File: config.mk
export PLATFORM = sky130hd
export DESIGN_NAME = ram_bus_arbiter_flat
export DESIGN_NICKNAME = d
export VERILOG_FILES = /design/src/rtl/ram_bus_arbiter_if.sv /design/src/rtl/ram_bus_arbiter.sv /design/src/flat_wrapper.sv
export SDC_FILE = /design/constraint.sdc
export NUM_CORES = 1
export LEC_CHECK = 0
export CELL_PAD_IN_SITES_DETAIL_PLACEMENT = 0
export CELL_PAD_IN_SITES_GLOBAL_PLACEMENT = 1
export CORE_UTILIZATION = 30
export CTS_CLUSTER_SIZE = 40
export DETAILED_ROUTE_END_ITERATION = 16
export PLACE_DENSITY_LB_ADDON = 0.1
export SETUP_SLACK_MARGIN = 0.3
export SYNTH_ARGS = -nofsm -noshare
export SYNTH_HDL_FRONTEND = slang
export SYNTH_SLANG_ARGS = --single-unit
File: constraint.sdc
create_clock -name iCLK -period 2.6 [get_ports iCLK]
set_clock_uncertainty 0.15 [all_clocks]
set_input_delay 0.65 -clock iCLK [delete_from_list [all_inputs] [get_ports iCLK]]
set_output_delay 0.65 -clock iCLK [all_outputs]
set_load 0.005 [all_outputs]
File: src/rtl/ram_bus_arbiter_if.sv
// ram_bus_arbiter_if: bundles both requester ports and the RAM port of the arbiter
//   slave  : arbiter view (requests and RAM read data in; acks, RAM strobes, grant out)
//   master : environment view (requesters plus RAM)
interface ram_bus_arbiter_if #(parameter int AW = 8, parameter int DW = 32);
   logic          iM0_REQ, iM0_WR, iM0_LOCK, oM0_ACK;
   logic [AW-1:0] iM0_ADDR;
   logic [DW-1:0] iM0_WDATA, oM0_RDATA;
   logic          iM1_REQ, iM1_WR, iM1_LOCK, oM1_ACK;
   logic [AW-1:0] iM1_ADDR;
   logic [DW-1:0] iM1_WDATA, oM1_RDATA;
   logic          oRAM_CE, oRAM_RD, oRAM_WR;
   logic [AW-1:0] oRAM_ADDR;
   logic [DW-1:0] oRAM_DATA, iRAM_DATA;
   logic [1:0]    oGNT;
   logic          oBUSY;
   modport slave (
      input  iM0_REQ, iM0_WR, iM0_LOCK, iM0_ADDR, iM0_WDATA,
      input  iM1_REQ, iM1_WR, iM1_LOCK, iM1_ADDR, iM1_WDATA, iRAM_DATA,
      output oM0_ACK, oM0_RDATA, oM1_ACK, oM1_RDATA,
      output oRAM_CE, oRAM_RD, oRAM_WR, oRAM_ADDR, oRAM_DATA, oGNT, oBUSY
   );
   modport master (
      output iM0_REQ, iM0_WR, iM0_LOCK, iM0_ADDR, iM0_WDATA,
      output iM1_REQ, iM1_WR, iM1_LOCK, iM1_ADDR, iM1_WDATA, iRAM_DATA,
      input  oM0_ACK, oM0_RDATA, oM1_ACK, oM1_RDATA,
      input  oRAM_CE, oRAM_RD, oRAM_WR, oRAM_ADDR, oRAM_DATA, oGNT, oBUSY
   );
endinterface

File: src/rtl/ram_bus_arbiter.sv
// ram_bus_arbiter: round-robin arbiter with bus lock sharing one single-port RAM between two masters
//   iCLK : clock, rising edge
//   iRST : asynchronous active-low reset
//   bus  : requester ports, RAM strobes/address/data, grant and busy (slave modport)
module ram_bus_arbiter #(
   parameter int AW     = 8,
   parameter int DW     = 32,
   parameter int RD_LAT = 0
) (
   input logic              iCLK,
   input logic              iRST,
   ram_bus_arbiter_if.slave bus
);
   typedef enum logic [1:0] {IDLE, ACCESS, WAIT, ACK} state_t;
   state_t        state_q, state_d;
   logic          owner_q, owner_d, wr_q, wr_d, lock_q, lock_d, last_q, last_d;
   logic [1:0]    gnt_q, gnt_d, cnt_q, cnt_d;
   logic [AW-1:0] addr_q, addr_d;
   logic [DW-1:0] wdata_q, wdata_d, rdata_q, rdata_d;
   logic [1:0]    req, lck;
   logic          sel, grant;
   assign req   = {bus.iM1_REQ, bus.iM0_REQ};
   assign lck   = {bus.iM1_LOCK, bus.iM0_LOCK};
   // a held lock pins the choice to the owner; otherwise a tie goes to the master not served last
   assign sel   = lock_q ? owner_q : (&req ? ~last_q : req[1]);
   assign grant = lock_q ? req[owner_q] : |req;
   always_ff @(posedge iCLK or negedge iRST)
      if (!iRST) begin
         state_q <= IDLE;
         owner_q <= 1'b0;
         wr_q    <= 1'b0;
         lock_q  <= 1'b0;
         last_q  <= 1'b1;
         gnt_q   <= '0;
         cnt_q   <= '0;
         addr_q  <= '0;
         wdata_q <= '0;
         rdata_q <= '0;
      end else begin
         state_q <= state_d;
         owner_q <= owner_d;
         wr_q    <= wr_d;
         lock_q  <= lock_d;
         last_q  <= last_d;
         gnt_q   <= gnt_d;
         cnt_q   <= cnt_d;
         addr_q  <= addr_d;
         wdata_q <= wdata_d;
         rdata_q <= rdata_d;
      end
   always_comb begin
      state_d = state_q;
      owner_d = owner_q;
      wr_d    = wr_q;
      lock_d  = lock_q;
      last_d  = last_q;
      gnt_d   = gnt_q;
      cnt_d   = cnt_q;
      addr_d  = addr_q;
      wdata_d = wdata_q;
      rdata_d = rdata_q;
      unique case (state_q)
         IDLE:
            if (grant) begin
               state_d = ACCESS;
               owner_d = sel;
               wr_d    = sel ? bus.iM1_WR : bus.iM0_WR;
               addr_d  = sel ? bus.iM1_ADDR : bus.iM0_ADDR;
               wdata_d = sel ? bus.iM1_WDATA : bus.iM0_WDATA;
               gnt_d   = sel ? 2'b10 : 2'b01;
            end else if (lock_q && !lck[owner_q]) begin
               lock_d = 1'b0;
               gnt_d  = 2'b00;
            end
         ACCESS:
            if (wr_q) begin
               state_d = ACK;
               rdata_d = '0;
            end else if (RD_LAT == 0) begin
               state_d = ACK;
               rdata_d = bus.iRAM_DATA;
            end else begin
               state_d = WAIT;
               cnt_d   = 2'(RD_LAT - 1);
            end
         WAIT:
            if (cnt_q == 2'd0) begin
               state_d = ACK;
               rdata_d = bus.iRAM_DATA;
            end else
               cnt_d = cnt_q - 2'd1;
         ACK: begin
            state_d = IDLE;
            last_d  = owner_q;
            lock_d  = lck[owner_q];
            gnt_d   = lck[owner_q] ? gnt_q : 2'b00;
         end
         default: state_d = IDLE;
      endcase
   end
   always_comb begin
      bus.oRAM_CE   = state_q == ACCESS || state_q == WAIT;
      bus.oRAM_RD   = (state_q == ACCESS || state_q == WAIT) && !wr_q;
      bus.oRAM_WR   = state_q == ACCESS && wr_q;
      bus.oRAM_ADDR = addr_q;
      bus.oRAM_DATA = wdata_q;
      bus.oM0_ACK   = state_q == ACK && !owner_q;
      bus.oM1_ACK   = state_q == ACK && owner_q;
      bus.oM0_RDATA = rdata_q;
      bus.oM1_RDATA = rdata_q;
      bus.oGNT      = gnt_q;
      bus.oBUSY     = state_q != IDLE;
   end
endmodule

File: src/flat_wrapper.sv
// flat-port wrapper written by rule: the top's interface ports become plain ports
module ram_bus_arbiter_flat 
#(
   parameter int AW     = 8,
   parameter int DW     = 32,
   parameter int RD_LAT = 0
)
  (iCLK, iRST, bus_iM0_REQ, bus_iM0_WR, bus_iM0_LOCK, bus_iM0_ADDR, bus_iM0_WDATA, bus_iM1_REQ, bus_iM1_WR, bus_iM1_LOCK, bus_iM1_ADDR, bus_iM1_WDATA, bus_iRAM_DATA, bus_oM0_ACK, bus_oM0_RDATA, bus_oM1_ACK, bus_oM1_RDATA, bus_oRAM_CE, bus_oRAM_RD, bus_oRAM_WR, bus_oRAM_ADDR, bus_oRAM_DATA, bus_oGNT, bus_oBUSY);
  ram_bus_arbiter_if #(.AW(AW), .DW(DW)) bus_i ();
  input logic iCLK;
  input logic iRST;
  input wire logic [$bits(bus_i.iM0_REQ)-1:0] bus_iM0_REQ;
  input wire logic [$bits(bus_i.iM0_WR)-1:0] bus_iM0_WR;
  input wire logic [$bits(bus_i.iM0_LOCK)-1:0] bus_iM0_LOCK;
  input wire logic [$bits(bus_i.iM0_ADDR)-1:0] bus_iM0_ADDR;
  input wire logic [$bits(bus_i.iM0_WDATA)-1:0] bus_iM0_WDATA;
  input wire logic [$bits(bus_i.iM1_REQ)-1:0] bus_iM1_REQ;
  input wire logic [$bits(bus_i.iM1_WR)-1:0] bus_iM1_WR;
  input wire logic [$bits(bus_i.iM1_LOCK)-1:0] bus_iM1_LOCK;
  input wire logic [$bits(bus_i.iM1_ADDR)-1:0] bus_iM1_ADDR;
  input wire logic [$bits(bus_i.iM1_WDATA)-1:0] bus_iM1_WDATA;
  input wire logic [$bits(bus_i.iRAM_DATA)-1:0] bus_iRAM_DATA;
  output wire logic [$bits(bus_i.oM0_ACK)-1:0] bus_oM0_ACK;
  output wire logic [$bits(bus_i.oM0_RDATA)-1:0] bus_oM0_RDATA;
  output wire logic [$bits(bus_i.oM1_ACK)-1:0] bus_oM1_ACK;
  output wire logic [$bits(bus_i.oM1_RDATA)-1:0] bus_oM1_RDATA;
  output wire logic [$bits(bus_i.oRAM_CE)-1:0] bus_oRAM_CE;
  output wire logic [$bits(bus_i.oRAM_RD)-1:0] bus_oRAM_RD;
  output wire logic [$bits(bus_i.oRAM_WR)-1:0] bus_oRAM_WR;
  output wire logic [$bits(bus_i.oRAM_ADDR)-1:0] bus_oRAM_ADDR;
  output wire logic [$bits(bus_i.oRAM_DATA)-1:0] bus_oRAM_DATA;
  output wire logic [$bits(bus_i.oGNT)-1:0] bus_oGNT;
  output wire logic [$bits(bus_i.oBUSY)-1:0] bus_oBUSY;
  assign bus_i.iM0_REQ = bus_iM0_REQ;
  assign bus_i.iM0_WR = bus_iM0_WR;
  assign bus_i.iM0_LOCK = bus_iM0_LOCK;
  assign bus_i.iM0_ADDR = bus_iM0_ADDR;
  assign bus_i.iM0_WDATA = bus_iM0_WDATA;
  assign bus_i.iM1_REQ = bus_iM1_REQ;
  assign bus_i.iM1_WR = bus_iM1_WR;
  assign bus_i.iM1_LOCK = bus_iM1_LOCK;
  assign bus_i.iM1_ADDR = bus_iM1_ADDR;
  assign bus_i.iM1_WDATA = bus_iM1_WDATA;
  assign bus_i.iRAM_DATA = bus_iRAM_DATA;
  assign bus_oM0_ACK = bus_i.oM0_ACK;
  assign bus_oM0_RDATA = bus_i.oM0_RDATA;
  assign bus_oM1_ACK = bus_i.oM1_ACK;
  assign bus_oM1_RDATA = bus_i.oM1_RDATA;
  assign bus_oRAM_CE = bus_i.oRAM_CE;
  assign bus_oRAM_RD = bus_i.oRAM_RD;
  assign bus_oRAM_WR = bus_i.oRAM_WR;
  assign bus_oRAM_ADDR = bus_i.oRAM_ADDR;
  assign bus_oRAM_DATA = bus_i.oRAM_DATA;
  assign bus_oGNT = bus_i.oGNT;
  assign bus_oBUSY = bus_i.oBUSY;
  ram_bus_arbiter #(.AW(AW), .DW(DW), .RD_LAT(RD_LAT)) u_core (.iCLK(iCLK), .iRST(iRST), .bus(bus_i));
endmodule
== Word-level counts from Yosys, hierarchy flattened ==
Cells that the tools add are included.

* Register bits after elaboration: 82
* Bits in latches: 0
* Bits in writable memories: 0
* Memory bits (read-only): 0
* Input port bits: 120
* Output and inout bits: 112
* Memories: 0

* Add/subtract/negate cells: 1
* Multipliers: 0
* Divide/modulo/power cells: 0
* $lt $le $gt $ge: 1
* Eq/ne operators: 9
* Shift-type cells: 0
* Mux-type cells: 24
* Bitwise operators: 2
* Reductions and logical operators: 22

{| class="wikitable"
|+ Operators by type and width
! kind !! number
|-
| 2-to-1 mux 32 bit || 3
|-
| one-hot mux 32 bit (2 select lines) || 1
|-
| 2-to-1 mux 2 bit || 6
|-
| 2-to-1 mux 1 bit || 10
|-
| AND reduction 2 bit || 5
|-
| 2-to-1 mux 8 bit || 1
|-
| one-hot mux 2 bit (4 select lines) || 1
|-
| inequality test 2 x 1 -> 1 bit, second input constant || 3
|-
| AND reduction 3 bit || 2
|-
| nonzero test 2 bit || 3
|-
| logical AND 1 bit || 5
|-
| equality test 2 bit, second input constant || 2
|-
| logical NOT 2 bit || 2
|-
| inequality test 2 bit, second input constant || 2
|-
| one-hot mux 2 bit (2 select lines) || 1
|-
| logical NOT 1 bit || 3
|-
| inequality test 3 x 1 -> 1 bit, second input constant || 1
|-
| equality test 2 x 1 -> 1 bit, second input constant || 1
|-
| < comparator 1 x 2 -> 1 bit, second input constant || 1
|-
| NOT 1 bit || 2
|-
| one-hot mux 1 bit (2 select lines) || 1
|-
| OR reduction 2 bit || 1
|-
| subtractor 2 x 1 -> 2 bit, second input constant || 1
|-
| logical OR 1 bit || 1
|}

== Longest topological paths before layout ==
* Depth after elaboration: 7
* Depth in mapped cells: 8
* Depth with buffers taken out: 6

== Worst setup path after synthesis ==
Ideal clock, no wire load.

* Path kind: in2reg
* Start point: input bus_iM0_REQ
* End point: register u_core.state_q[1]
* Library setup time: 125 ps
* Arrival time: 1,604 ps
* Slack: 721 ps
* Stages: 4
* Buffers on the path: 0
* Cells stage by stage: a21bo_1 a21oi_1 o21a_1 mux2_2

* Cells in the longest elaborated chain, start to end: 5
* Elaborated cells between the ends (all ways): 6
* Those cells by class: eq/ne (1); mux (3); reduce/logical (2)

{| class="wikitable"
|+ RTL lines
! element !! line !! RTL
|-
| from (decl) || flat_wrapper.sv:12 || <nowiki>input wire logic [$bits(bus_i.iM0_REQ)-1:0] bus_iM0_REQ;</nowiki>
|-
| 2-to-1 mux 1 bit (implied by the code) (2 in series) || ram_bus_arbiter.sv:26 || <nowiki>assign grant = lock_q ? req[owner_q] : |req;</nowiki>
|-
| 2-to-1 mux 1 bit (*) || ram_bus_arbiter.sv:26 ||
|-
| inequality test 2 x 1 -> 1 bit (no source line) (*) || - ||
|-
| AND reduction 2 bit (no source line) (*) || - ||
|-
| to (signal assigned) || ram_bus_arbiter.sv:40 || <nowiki>state_q <= state_d;</nowiki>
|-
| to (decl) || ram_bus_arbiter.sv:15 || <nowiki>state_t state_q, state_d;</nowiki>
|}

Every way passes the cells marked *; elsewhere a longest branch is shown, timed or not. The select of a mux whose other input is x is not followed.
A chain may end at the register's enable or synchronous reset.

== Final worst setup path ==
* Start point: register u_core.state_q[0]
* End point: output bus_oM1_ACK

* Cells in the longest elaborated chain, start to end: 2

{| class="wikitable"
|+ RTL lines
! element !! line !! RTL
|-
| equality test 2 bit || ram_bus_arbiter.sv:108 || <nowiki>bus.oM1_ACK = state_q == ACK && owner_q;</nowiki>
|-
| logical AND 1 bit || ram_bus_arbiter.sv:108 ||
|-
| to (decl) || flat_wrapper.sv:25 || <nowiki>output wire logic [$bits(bus_i.oM1_ACK)-1:0] bus_oM1_ACK;</nowiki>
|}

No other way between the ends.

==> results by group <==
Routing
  – Via count: 3397
  – Post-DR vias/cell: 4.37
  – Drt pass-1 iters: 4
  – DRT antenna net count: 0
  – Final wirelength: 10.2 mm
  – Initial DRC count: between 100 and 150
  – DRC Markers: 0
  – Wire per inst: about 13 µm

Cells and area
  – Layout cells sized above 1: 9.24%
  – Antenna Diode Count: 0
  – Area delta synth->final: 64.8%
  – Filler cell count in the final layout: 1216
  – # nets final: 726

Worst hold path
  – Worst min path class: input port to async pin

STA
  – Worst setup margin: 399 ps
  – Final clock period utilization by the worst path: 84.7%
  – Final setup viols: 0
  – Hold Fails Final Rpt: 0
  – Final Slew Violations: 0
  – Slew at the pin closest to its max-slew limit: between 600 and 700 ps
  – Fmax: 0.454 GHz
  – RSZ-0062 raised after global routing: no
  – Setup tns final: 0 ps
  – Final Critical Period: 2200 ps
  – Max-slew headroom: between 50% and 60%

Setup path
  – Worst EP arrival: 1400 ps
  – CP max stage cell: dfrtp_1
  – Startpoint Class: flop
  – Worst-path cell chain: ha_1, and2_1, dlygate4sd2_1
  – Worst EP required: 1800 ps
  – Crit path buf inv count: 1
  – Critical Path End Type: output port
  – Largest stage delay on the critical path: roughly 410 ps
  – Delay-heaviest family, CP: flip-flops
  – CP Max Fanout: 3
  – Crit Path Class: flop to output port

Job
  – Max Cap Viol: 0

Synthesis
  – Most frequent cells after synthesis: nand2_1 (110), dfrtp_1 (81), mux2i_1 (43), buf_4 (35), o21ai_0 (35)
  – Synth top area cells: dfrtp_1 (50%), mux2i_1 (11%), nand2_1 (10%)
  – Count leader, synth: nand2_1
  – Post-synth EDFFs: 0
  – FFs w/ async S/R, synth: 100%
  – Syn nets: 528
  – YS warnings: 0
  – Syn Inst Count: 403
  – Yosys cell types: 30
  – Synthesized area per cell: 9.99 µm²
  – Post-synthesis cell area: 4030 µm²
  – Yosys top cell by area: dfrtp_1
  – #FFs+latches synth: 82
  – Synth Flop Type: dfrtp_1
  – Yosys top cell area share: 50.4%
  – Sequential share of the synthesized area: 51.0%

Global routing
  – Tot GR Track Use: 15.7%
  – Largest net degree at the start of global routing: between 60 and 70
  – Global-route wire length before repair: 17.3 mm
  – Vias in the first global route: 3384
  – Gr ovfl total: 0
  – Antenna violations before repair: 0

Floorplanning
  – Row count: 41
  – Die width: approximately 120 µm
  – Core Area: 12800 µm²
  – Io pins: between 200 and 250
  – Die height: 118 µm
  – Initial Util: 31.4%
  – Die area: 13900 µm²

Clock network
  – Cts bufs inserted: 9
  – Clock Path Buffers: 2
  – Worst skew pair latency: around 330 ps
  – Root Buffer: clkbuf_16
  – Hold-fix buffers, CTS: 0
  – Clock Sinks: 82
  – Reg clk slew, reported paths: 60 ps
  – CTS H-tree lvls: 3
  – CTS tree: built

Placement
  – Post-DP HPWL: 7.78 mm
  – Worst slack, placed: 179 ps
  – RD Place Congestion: 0.722
  – PortBufs: 231

Status
  – Outcome: finished, final reports clean

Power
  – Leakage: roughly 3.0 nW
  – PwrDens: 1100 nW/µm²
  – Worst vdd ir: 498 µV
-- power breakdown --
group	switching [mW]	total, mW	internal [mW]
clock	0.477	1.33	0.850
sequential	0.376	2.25	1.87
combinational	1.54	3.73	2.19
-- per-stage QoR --
step           total power, mW  hold WS (ps)  util (%)  instance area [µm²]  std cells
2_1_floorplan             4.13           204         -                 4030        403
3_3_place_gp              6.00           311      49.2                 6310        761
3_5_place_dp              6.08           314      49.2                 6310        761
4_1_cts                   7.44           204      51.7                 6630        777
5_1_grt                   7.91           229      51.7                 6630        778
6_report                  7.30           184      51.7                 6630        778
-- repair_timing --
action | CTS | global route
gates cloned | 0 | 0
setup buffers | 0 | 1
setup endpoints to repair | 6 | 2
resized for setup | 9 | 5
-- worst register-to-register path, stage by stage (launching register included) --
cell	delay, ps
dfrtp_1	410
inv_2	100
ha_1	250
nand2b_1	440
buf_12	230
nand2_1	60
o21ai_0	160
-- worst paths after layout --
check / from / end / slack [ps] / depth (start not counted)
setup reg to reg: u_core.state_q[0] / u_core.bus.oM0_RDATA[15] / 690 / 6
min in group iCLK: u_core.cnt_q[0] / u_core.cnt_q[0] / 320 / 1
setup / recovery: u_core.state_q[0] / bus_oM1_ACK / 400 / 3
max in group asynchronous: iRST / u_core.bus.oRAM_DATA[11] / 1490 / 2
hold / removal: iRST / u_core.bus.oM0_RDATA[28] / 180 / 1
hold reg to reg: u_core.cnt_q[0] / u_core.cnt_q[0] / 320 / 1
-- cell usage in the layout (no fill, tap or decap), drive strengths merged, types with 2 or more instances in the layout --
cell | Yosys | final
clkdlybuf4s50 | 0 | 224
clkbuf | 8 | 17
nor2 | 2 | 2
nor2b | 2 | 2
nand2b | 2 | 2
dlygate4sd2 | 0 | 4
inv | 7 | 7
mux2i | 43 | 43
buf | 47 | 12
dfrtp | 81 | 81
a21oi | 2 | 2
ha | 5 | 5
o21ai | 77 | 77
mux2 | 3 | 3
and2 | 3 | 3
nand2 | 110 | 110
-- cells by family after synthesis --
group                      count (synthesis)  synth area share (%)
and+or+nand+nor                          120                  11.7
AOI/OAI and AO/OA                         87                  13.2
DFF                                       82                  51.0
buffers and inverters                     62                  10.8
muxes                                     46                  11.5
adders and majority gates                  5                  1.55
xor gates and xnor gates                   1                 0.218
-- layout make-up --
class	instances	area, µm²	share of cell area (%)
clock inverters	1	30.0	0.453
well taps	172	215	3.24
clock buffers	15	288	4.34
inverters	7	26.3	0.396
repair buffers	242	2440	36.8
multi-input cells	259	1580	23.8
flip-flops and latches	82	2050	31.0
-- metal layers --
| metal | track usage (%) | part of all wire [%] | up-vias |
|---|---|---|---|
| li1 | - | - | 1717 |
| met1 | 18.6 | 42 | 1530 |
| met2 | 26.0 | 48 | 144 |
| met3 | 6.69 | 10 | 6 |
| met4 | 3.85 | 0.88 | 0 |
| met5 | 0 | 0 | - |
-- sequential cells by signal, summed over array words and instances (netlist names) --
register and cells:
u_core.bus.oRAM_ADDR 8, u_core.wr_q 1, u_core.lock_q 1, u_core.owner_q 1
u_core.cnt_q 2, u_core.last_q 1, u_core.state_q 2, u_core.bus.oRAM_DATA 32
u_core.bus.oGNT 2, u_core.bus.oM0_RDATA 32
No activity file was read; power rests on OpenSTA's default activity.
